--- src/rtl/mem_arbiter_if.sv ---
// mem_arbiter_if: fetch, load/store and memory-side signals for mem_arbiter.
interface mem_arbiter_if;
    logic        if_req;
    logic [31:0] if_addr;
    logic        if_ack;
    logic [31:0] if_rdata;
    logic        ls_req;
    logic        ls_we;
    logic [31:0] ls_addr;
    logic [31:0] ls_wdata;
    logic        ls_ack;
    logic [31:0] ls_rdata;
    logic        mem_en;
    logic        mem_we;
    logic [31:0] mem_addr;
    logic [31:0] mem_wdata;
    logic [31:0] mem_rdata;
    logic        mem_ready;
    logic        busy;
    logic        timeout_err;

    modport slave (
        input  if_req, if_addr, ls_req, ls_we, ls_addr, ls_wdata, mem_rdata, mem_ready,
        output if_ack, if_rdata, ls_ack, ls_rdata, mem_en, mem_we, mem_addr, mem_wdata,
               busy, timeout_err
    );

    modport master (
        output if_req, if_addr, ls_req, ls_we, ls_addr, ls_wdata, mem_rdata, mem_ready,
        input  if_ack, if_rdata, ls_ack, ls_rdata, mem_en, mem_we, mem_addr, mem_wdata,
               busy, timeout_err
    );
endinterface

--- src/rtl/mem_arbiter.sv ---
// mem_arbiter: round-robin arbiter of fetch and load/store ports onto one memory,
// one transaction in flight, with a wait-cycle timeout.
module mem_arbiter #(
    parameter int TIMEOUT_CYC = 16
) (
    input  logic           clk_i,
    input  logic           rst_n_i,
    mem_arbiter_if.slave   bus
);
    typedef enum logic [1:0] {IDLE, ACCESS, RESP} state_t;

    state_t      state_q, state_d;
    logic        gnt_q, gnt_d;
    logic        we_q, we_d;
    logic [31:0] addr_q, addr_d;
    logic [31:0] wdata_q, wdata_d;
    logic [4:0]  cnt_q, cnt_d;
    logic [31:0] if_rdata_q, if_rdata_d;
    logic [31:0] ls_rdata_q, ls_rdata_d;
    logic        tout_q, tout_d;
    logic        sel_ls;
    logic        acc;

    always_ff @(posedge clk_i or negedge rst_n_i) begin
        if (!rst_n_i) begin
            state_q    <= IDLE;
            gnt_q      <= 1'b0;
            we_q       <= 1'b0;
            addr_q     <= '0;
            wdata_q    <= '0;
            cnt_q      <= '0;
            if_rdata_q <= '0;
            ls_rdata_q <= '0;
            tout_q     <= 1'b0;
        end else begin
            state_q    <= state_d;
            gnt_q      <= gnt_d;
            we_q       <= we_d;
            addr_q     <= addr_d;
            wdata_q    <= wdata_d;
            cnt_q      <= cnt_d;
            if_rdata_q <= if_rdata_d;
            ls_rdata_q <= ls_rdata_d;
            tout_q     <= tout_d;
        end
    end

    // gnt_q: 1 = load/store, 0 = fetch; doubles as the last-grant pointer
    assign sel_ls = bus.ls_req & (~bus.if_req | ~gnt_q);

    always_comb begin
        state_d    = state_q;
        gnt_d      = gnt_q;
        we_d       = we_q;
        addr_d     = addr_q;
        wdata_d    = wdata_q;
        cnt_d      = cnt_q;
        if_rdata_d = if_rdata_q;
        ls_rdata_d = ls_rdata_q;
        tout_d     = tout_q;
        unique case (state_q)
            IDLE: if (bus.if_req | bus.ls_req) begin
                state_d = ACCESS;
                gnt_d   = sel_ls;
                we_d    = sel_ls & bus.ls_we;
                addr_d  = sel_ls ? bus.ls_addr : bus.if_addr;
                wdata_d = sel_ls ? bus.ls_wdata : 32'h0;
                cnt_d   = '0;
            end
            ACCESS: if (bus.mem_ready) begin
                state_d = RESP;
                if (!we_q && gnt_q) ls_rdata_d = bus.mem_rdata;
                if (!we_q && !gnt_q) if_rdata_d = bus.mem_rdata;
            end else if (cnt_q == 5'(TIMEOUT_CYC - 1)) begin
                state_d = RESP;
                tout_d  = 1'b1;
                if (!we_q && gnt_q) ls_rdata_d = '0;
                if (!we_q && !gnt_q) if_rdata_d = '0;
            end else begin
                cnt_d = cnt_q + 5'd1;
            end
            RESP: state_d = IDLE;
            default: state_d = IDLE;
        endcase
    end

    assign acc = state_q == ACCESS;

    always_comb begin
        bus.busy        = state_q != IDLE;
        bus.mem_en      = acc;
        bus.mem_we      = acc & we_q;
        bus.mem_addr    = acc ? addr_q : 32'h0;
        bus.mem_wdata   = acc ? wdata_q : 32'h0;
        bus.if_ack      = (state_q == RESP) & ~gnt_q;
        bus.ls_ack      = (state_q == RESP) & gnt_q;
        bus.if_rdata    = if_rdata_q;
        bus.ls_rdata    = ls_rdata_q;
        bus.timeout_err = tout_q;
    end
endmodule

--- src/flat_wrapper.sv ---
// flat-port wrapper written by rule: the top's interface ports become plain ports
module mem_arbiter_flat 
#(
    parameter int TIMEOUT_CYC = 16
)
  (clk_i, rst_n_i, bus_if_req, bus_if_addr, bus_ls_req, bus_ls_we, bus_ls_addr, bus_ls_wdata, bus_mem_rdata, bus_mem_ready, bus_if_ack, bus_if_rdata, bus_ls_ack, bus_ls_rdata, bus_mem_en, bus_mem_we, bus_mem_addr, bus_mem_wdata, bus_busy, bus_timeout_err);
  mem_arbiter_if bus_i ();
  input  logic clk_i;
  input  logic rst_n_i;
  input wire logic [$bits(bus_i.if_req)-1:0] bus_if_req;
  input wire logic [$bits(bus_i.if_addr)-1:0] bus_if_addr;
  input wire logic [$bits(bus_i.ls_req)-1:0] bus_ls_req;
  input wire logic [$bits(bus_i.ls_we)-1:0] bus_ls_we;
  input wire logic [$bits(bus_i.ls_addr)-1:0] bus_ls_addr;
  input wire logic [$bits(bus_i.ls_wdata)-1:0] bus_ls_wdata;
  input wire logic [$bits(bus_i.mem_rdata)-1:0] bus_mem_rdata;
  input wire logic [$bits(bus_i.mem_ready)-1:0] bus_mem_ready;
  output wire logic [$bits(bus_i.if_ack)-1:0] bus_if_ack;
  output wire logic [$bits(bus_i.if_rdata)-1:0] bus_if_rdata;
  output wire logic [$bits(bus_i.ls_ack)-1:0] bus_ls_ack;
  output wire logic [$bits(bus_i.ls_rdata)-1:0] bus_ls_rdata;
  output wire logic [$bits(bus_i.mem_en)-1:0] bus_mem_en;
  output wire logic [$bits(bus_i.mem_we)-1:0] bus_mem_we;
  output wire logic [$bits(bus_i.mem_addr)-1:0] bus_mem_addr;
  output wire logic [$bits(bus_i.mem_wdata)-1:0] bus_mem_wdata;
  output wire logic [$bits(bus_i.busy)-1:0] bus_busy;
  output wire logic [$bits(bus_i.timeout_err)-1:0] bus_timeout_err;
  assign bus_i.if_req = bus_if_req;
  assign bus_i.if_addr = bus_if_addr;
  assign bus_i.ls_req = bus_ls_req;
  assign bus_i.ls_we = bus_ls_we;
  assign bus_i.ls_addr = bus_ls_addr;
  assign bus_i.ls_wdata = bus_ls_wdata;
  assign bus_i.mem_rdata = bus_mem_rdata;
  assign bus_i.mem_ready = bus_mem_ready;
  assign bus_if_ack = bus_i.if_ack;
  assign bus_if_rdata = bus_i.if_rdata;
  assign bus_ls_ack = bus_i.ls_ack;
  assign bus_ls_rdata = bus_i.ls_rdata;
  assign bus_mem_en = bus_i.mem_en;
  assign bus_mem_we = bus_i.mem_we;
  assign bus_mem_addr = bus_i.mem_addr;
  assign bus_mem_wdata = bus_i.mem_wdata;
  assign bus_busy = bus_i.busy;
  assign bus_timeout_err = bus_i.timeout_err;
  mem_arbiter #(.TIMEOUT_CYC(TIMEOUT_CYC)) u_core (.clk_i(clk_i), .rst_n_i(rst_n_i), .bus(bus_i));
endmodule
--- config.mk ---
export PLATFORM = sky130hd
export DESIGN_NAME = mem_arbiter_flat
export DESIGN_NICKNAME = d
export VERILOG_FILES = /design/src/rtl/mem_arbiter_if.sv /design/src/rtl/mem_arbiter.sv /design/src/flat_wrapper.sv
export SDC_FILE = /design/constraint.sdc
export NUM_CORES = 1
export LEC_CHECK = 0
export BUFFER_PORTS_ARGS = -buffer_cell sky130_fd_sc_hd__buf_2
export CELL_PAD_IN_SITES_DETAIL_PLACEMENT = 0
export CELL_PAD_IN_SITES_GLOBAL_PLACEMENT = 1
export CORE_MARGIN = 10
export CORE_UTILIZATION = 38
export CTS_BUF_LIST = sky130_fd_sc_hd__clkbuf_8
export DETAILED_ROUTE_END_ITERATION = 6
export PLACE_DENSITY = 0.8
export SKIP_CTS_REPAIR_TIMING = 1
export SLEW_MARGIN = 10
export SYNTH_ARGS = -nofsm -noshare
export SYNTH_HDL_FRONTEND = slang
export SYNTH_SLANG_ARGS = --single-unit
--- constraint.sdc ---
create_clock -name clk_i -period 3.55 [get_ports clk_i]
set_input_delay 0 -clock clk_i [delete_from_list [all_inputs] [get_ports clk_i]]
set_output_delay 0 -clock clk_i [all_outputs]
set_load 0.02 [all_outputs]
==> results of run 1 <==
-- per-stage QoR --
step	worst slack [ns]	instance area, um2
2_1_floorplan	1.41	6320
3_3_place_gp	0.873	7780
3_5_place_dp	0.820	7780
4_1_cts	0.815	8240
5_1_grt	0.679	9540
6_report	0.845	9540
-- worst reg2reg max path, stage by stage, from the launching register on --
cell     delay, ns
dfrtp_1       0.39
ha_1          0.17
and3_1        0.16
ha_1          0.21
nor2_1        0.10
or4_2         1.09
mux2_4        0.48
-- flip-flops by register name (all words and copies together), names as in the netlist --
name,flops
u_core.addr_q,32
u_core.bus.if_rdata,32
u_core.bus.ls_rdata,32
u_core.bus.timeout_err,1
u_core.cnt_q,5
u_core.gnt_q,1
u_core.state_q,2
u_core.wdata_q,32
u_core.we_q,1
-- cell type report --
cell class | count | area share
Sequential cell | 138 | 0.362
Timing Repair Buffer | 405 | 0.283
Multi-Input combinational cell | 324 | 0.277
Clock buffer | 23 | 0.0332
Tap cell | 220 | 0.0289
Clock inverter | 9 | 0.0140
Inverter | 4 | 0.00157
Antenna cell | 1 | 0.000262
-- cell families (layout without fill, tap and decap cells) --
logic type      Yosys count  in the layout  share of synthesized area
buf+inv                  45            441                     0.0382
flops                   138            138                      0.547
simple gates            149            149                      0.137
fa+ha+maj                 2              2                    0.00396
compound gates          106            106                      0.137
other cells               0              1                          0
mux                      67             67                      0.137
-- path summary, 6_finish.rpt --
path	slack [ns]	end
max in group asynchronous	2.43	u_core.addr_q[19]
min	0.18	u_core.bus.timeout_err
min reg2reg	0.49	u_core.bus.timeout_err
max	0.85	u_core.bus.if_rdata[8]
max reg2reg	0.85	u_core.bus.if_rdata[8]
min in group asynchronous	0.21	u_core.bus.if_rdata[25]
-- where the power goes --
part / leakage, nW / internal, mW / switching [mW]
Clock: 0.229 / 0.811 / 0.596
Combinational: 2.93 / 1.85 / 2.05
Sequential: 1.73 / 2.27 / 0.430
Total: 4.89 / 4.94 / 3.08
-- cells in the final DEF, fill, tap and decap left out, drive strengths merged, types with 3 or more instances in the layout --
cell,instances
a211oi,32
a22o,33
a2bb2oi,32
and2,97
buf,275
bufinv,3
clkbuf,23
clkinv,4
dfrtp,138
dlygate4sd3,130
inv,5
mux2,65
nand2,34
nor2,6
o21ai,4
-- per-layer routing --
layer,track usage,vias up,share of wire
li1,-,2563,-
met4,0.0584,0,0.015
met3,0.0722,24,0.086
met1,0.190,2731,0.41
met2,0.277,229,0.49
met5,0,-,0
==> reports/summary.txt, run 1 <==
Status -> finished, final reports clean
Total area of sequential cells -> 3450 um2
Crit-path max cell delay -> 1.09 ns
Yosys top cell by area -> dfrtp_1
Final core utilization -> 0.579
Placement Rows -> 47
Slew HR -> 0.309
Fill count -> 1410
Vias per cell -> 4.94
Worst min path class -> input port to register
Clk_lat worst skew -> 0.43 ns
CTS tree -> yes
Hold WS -> 0.179 ns
Placed cells -> 961
Nets -> 1026
Required time worst endpoint -> 3.86 ns
First-pass GRT wire length -> 29.8 mm
Share of layout cells above drive strength 1 -> 0.425
Hold Crit Depth -> 3
Mapped Avg Cell Area -> 12.5 um2
CP startpoint -> u_core.cnt_q[0]
Pwr dens -> 840 nW/um2
Buf/Inv on CP -> 0
DRT antenna net count -> 0
Hold_sp -> bus_mem_ready
Area grow syn2layout -> 51.0%
Most numerous cell in the Yosys netlist -> dfrtp_1
Number of port buffers -> 267
Synthesized cell area -> 6320 um2
FF-to-FF path depth -> 6
Final GP Congestion -> 0.784
WP depth -> 6
WL/cell -> 18.1 um
Crit path cell chain -> ha_1 -> and3_1 -> ha_1 -> nor2_1 -> or4_2 -> mux2_4
Max VDD drop -> 0.000412 V
Clock buffer count from CTS -> 17
Max Slew Vio Count -> 0
F_max -> 370 MHz
DR vias -> 5547
Die area -> 22200 um2
Detail Placement HPWL -> 13.8 mm
Crit path max-delay family -> simple AND/OR/NAND/NOR gates
Fin Setup TNS -> 0 ns
Post-synthesis cell type count -> 35
Final Setup Violations -> 0
Worst Tran Pin Value -> 1.04 ns
RSZ-0062 raised after global routing -> no
Critical path class -> register to register
Number of synthesized flops with an enable pin -> 0
Worst-path fanout max -> 32
Synth Instances -> 507
Routed wire length -> 20.3 mm
IO Count -> 268
DR pass1 iterations -> 4
Multi-input logic area -> 2640 um2
Most frequent CP cell -> ha_1
Total gr overflow -> 0
Sink Count -> 138
Clock slew at reported path FFs -> 0.07 ns
Root Buffer -> clkbuf_8
H-tree depth -> 4
Warning count from the yosys run -> 0
Syn nets -> 643
Core area -> 16500 um2
Clk buf depth -> 2
Chip Width -> 149 um
Final Hold Viols -> 0
Initial antenna violation count -> 1
Period minus WS final -> 2.70 ns
Yosys top cell area share -> 0.547
Fin cells -> 1124
Synth area leaders -> dfrtp_1 (55%), and2_1 (9.6%), mux2_4 (7.1%)
Pleak -> 4.89 nW
Sequential area share after synthesis -> 0.547
Setup crit end kind -> register
Post-synth ARST share -> 1.00
Crit path launch type -> register
Main flop type after synthesis -> dfrtp_1
Synthesized flop and latch total -> 138
Max-cap viol count -> 0
Final Cycle Share -> 0.762
Die Span Y -> 149 um
Crit path DAT -> 3.01 ns
Slowest cell on the critical path -> or4_2
Drt drc -> 0
Largest net degree at the start of global routing -> 90
Initial DRC count -> 220
Vias in the first global route -> 5549
Total track usage -> 0.167
Initial Util -> 0.384
Reg-to-reg critical path startpoint -> u_core.cnt_q[0]
Overall power -> 8.02 mW
Clock Skews -> 0.0157 ns
Post-synth top cells -> dfrtp_1 (138), and2_1 (97), mux2_2 (35)
No activity file was read; power rests on OpenSTA's default activity.
==> run 2, diff against run 1 <==
--- a/config.mk
+++ b/config.mk
@@ -5,14 +5,15 @@
 export SDC_FILE = /design/constraint.sdc
 export NUM_CORES = 1
 export LEC_CHECK = 0
+export ABC_AREA = 1
 export BUFFER_PORTS_ARGS = -buffer_cell sky130_fd_sc_hd__buf_2
 export CELL_PAD_IN_SITES_DETAIL_PLACEMENT = 0
 export CELL_PAD_IN_SITES_GLOBAL_PLACEMENT = 1
 export CORE_MARGIN = 10
-export CORE_UTILIZATION = 38
+export CORE_UTILIZATION = 31
 export CTS_BUF_LIST = sky130_fd_sc_hd__clkbuf_8
 export DETAILED_ROUTE_END_ITERATION = 6
-export PLACE_DENSITY = 0.8
+export PLACE_DENSITY = 0.74
 export SKIP_CTS_REPAIR_TIMING = 1
 export SLEW_MARGIN = 10
 export SYNTH_ARGS = -nofsm -noshare
==> constraint.sdc (replaced) <==
create_clock -name clk_i -period 2.27 [get_ports clk_i]
set_input_delay 0 -clock clk_i [delete_from_list [all_inputs] [get_ports clk_i]]
set_output_delay 0 -clock clk_i [all_outputs]
set_load 0.02 [all_outputs]
==> run 2 against run 1 <==
  * Total power is 47% higher
  * Critical path depth up 1
  * Setup slack got worse by 0.67 ns
  * Critical path type unchanged
  * Highest routed layer unchanged
==> reports/summary.txt, run 2 <==
Largest net degree at the start of global routing -> 70 (-22%)
Crit path DAT -> 2.44 ns (-0.57 ns)
Mapped Avg Cell Area -> 7.64 um2 (-39%)
Multi-input logic area -> 2320 um2 (-12%)
RSZ-0062 raised after global routing -> no
Clk buf depth -> 2 (unchanged)
Routed wire length -> 22.3 mm (+10%)
FF-to-FF path depth -> 7 (+1)
Post-synthesis cell type count -> 23 (-34%)
Reg2reg setup slack -> 0.17 ns (-0.67 ns)
Worst-path fanout max -> 64 (+100%)
Hold WS -> 0.111 ns (-0.0679 ns)
Root Buffer -> clkbuf_8
Pleak -> 5.74 nW (+17%)
First-pass GRT wire length -> 32.5 mm (+9.0%)
Post-synth top cells -> nand2_1 (304), dfrtp_1 (138), inv_1 (135)
Grt met3 use -> 0.0677 (-0.00453)
Status -> finished, final reports clean
Final GP Congestion -> 0.764 (-2.6%)
Initial antenna violation count -> 0 (-1)
Detail Placement HPWL -> 15.2 mm (+10%)
Global Route met1 Usage -> 0.187 (-0.00268)
Worst min path class -> input port to async pin
Worst Tran Pin Value -> 0.592 ns (-0.445 ns)
Initial DRC count -> 298 (+35%)
Warning count from the yosys run -> 0 (unchanged)
Final Setup Violations -> 0 (unchanged)
Vias per cell -> 4.35 (-12%)
Die Span Y -> 165 um (+11%)
H-tree depth -> 4 (unchanged)
Clock power frac -> 0.187 (+0.011)
Clock buffer count from CTS -> 17 (unchanged)
Period minus WS final -> 2.10 ns (-0.610 ns)
Yosys top cell area share -> 0.529 (-0.0176)
Nets -> 1376 (+34%)
Total gr overflow -> 0 (unchanged)
Die area -> 27300 um2 (+23%)
Slew HR -> 0.605 (+0.296)
F_max -> 477 MHz (+29%)
Yosys top cell by area -> dfrtp_1
Final core utilization -> 0.476 (-0.103)
Clock slew at reported path FFs -> 0.08 ns (about the same)
Chip Width -> 165 um (+11%)
Most numerous cell in the Yosys netlist -> nand2_1
Slowest cell on the critical path -> dlygate4sd3_1
Placement Rows -> 53 (+13%)
Final Hold Viols -> 0 (unchanged)
Sink Count -> 138 (unchanged)
Comb power frac -> 0.467 (-0.020)
N_diodes -> 0 (-1)
Initial Util -> 0.312 (-0.0712)
Placed cell area -> 8170 um2 (+4.9%)
Synth Instances -> 854 (+68%)
WL/cell -> 14.6 um (-19%)
Sequential Power Share -> 0.345 (+0.008)
Vias in the first global route -> 6075 (+9.5%)
Clk_lat worst skew -> 0.44 ns (about the same)
Main flop type after synthesis -> dfrtp_1
GR peak layer -> met2
Sequential area share after synthesis -> 0.529 (-0.0176)
DR pass1 iterations -> 5 (+1)
Pwr dens -> 1190 nW/um2 (+41%)
Switching power total -> 5.23 mW (+70%)
Power Internal -> 6.59 mW (+34%)
Crit path cell chain -> nand2_1 -> nand2_2 -> buf_4 -> nand2_1 -> o211ai_1 -> dlygate4sd3_1 -> nand2_1
Number of port buffers -> 267 (unchanged)
Most common cell after layout, fill and taps aside -> nand2_1
Max-cap viol count -> 0 (unchanged)
Fill count -> 2063 (+46%)
CTS tree -> yes
Critical path class -> register to register
Max VDD drop -> 0.000556 V (+35%)
Post-synth ARST share -> 1.00 (unchanged)
Crit-path max cell delay -> 0.58 ns (-0.51 ns)
Synthesized flop and latch total -> 138 (unchanged)
Number of synthesized flops with an enable pin -> 0 (unchanged)
Synthesized cell area -> 6530 um2 (+3.3%)
Synth area leaders -> dfrtp_1 (53%), nand2_1 (17%), inv_1 (7.8%)
Total track usage -> 0.149 (-0.0186)
Required time worst endpoint -> 2.61 ns (-1.25 ns)
Area grow syn2layout -> 52.4%
Setup crit end kind -> register
Commonest non-fill, non-tap cells in the layout -> nand2_1 (302), buf_2 (266), dfrtp_1 (138)
IO Count -> 268 (unchanged)
Post-Layout Inst Area -> 9950 um2 (+4.3%)
Crit path launch type -> register
Final Cycle Share -> 0.923 (+0.161)
Syn nets -> 990 (+54%)
Total area of sequential cells -> 3450 um2 (unchanged)
Most frequent CP cell -> nand2_1
Share of layout cells above drive strength 1 -> 0.260 (-0.165)
Clock Skews -> 0.0119 ns (-0.00384 ns)
Sw Share -> 0.443 (+0.0584)
Core area -> 20900 um2 (+27%)
DRT antenna net count -> 0 (unchanged)
DR vias -> 6631 (+20%)
Fin Setup TNS -> 0 ns (unchanged)
M2 GR Usage -> 0.231 (-0.0454)
Max Slew Vio Count -> 0 (unchanged)
Drt drc -> 0 (unchanged)
-- run 2: cells by family after synthesis --
| logic type | synth area share |
|---|---|
| compound gates | 0.0690 |
| fa+ha+maj | 0.00383 |
| simple gates | 0.281 |
| flops | 0.529 |
| buf+inv | 0.117 |
-- run 2: final cells by class --
class,count,area share
clock buffers,19,0.0263
clock inverters,11,0.0171
inverters,138,0.0521
multi-input cells,528,0.233
flip-flops and latches,138,0.347
well taps,275,0.0346
repair buffers,417,0.290
-- run 2: power groups by stage --
stage                     clock network [mW]  registers [mW]  logic [mW]
final                                   2.22            4.08        5.52
after global routing                    2.42            4.22        6.17
after CTS                               2.29            4.08        5.39
after detailed placement                   0            4.12        5.38
after global placement                     0            4.10        5.33
after floorplan                            0            4.54        2.95
-- run 2: metal layers --
metal,vias to the layer above,share of wire,routed length [um]
met5,-,0,0
met4,0,0.0043,97
met3,7,0.096,2140
met2,211,0.48,10600
met1,3061,0.42,9430
li1,3352,-,-
-- run 2: critical path: cells and delay by family (launching register included) --
kind	cells	cell delay, ns
buf+inv	2	1.05
compound gates	1	0.10
simple gates	4	0.33
flops	1	0.48
-- run 2: metrics by stage --
stage / instances / power [mW] / setup WS (ns)
global placement: 1361 / 9.44 / 0.487
CTS: 1391 / 11.8 / 0.400
finish: 1526 / 11.8 / 0.175
detailed placement: 1361 / 9.49 / 0.415
global route: 1526 / 12.8 / 0.0218
floorplan: 854 / 7.49 / 0.628
-- run 2: path summary, 6_finish.rpt --
kind	start	end
max	u_core.gnt_q	u_core.addr_q[24]
min	rst_n_i	u_core.bus.ls_rdata[8]
max reg2reg	u_core.gnt_q	u_core.addr_q[24]
min reg2reg	u_core.bus.if_rdata[1]	u_core.bus.if_rdata[1]
max in group asynchronous	rst_n_i	u_core.wdata_q[16]
min in group clk_i	bus_ls_wdata[29]	u_core.wdata_q[29]
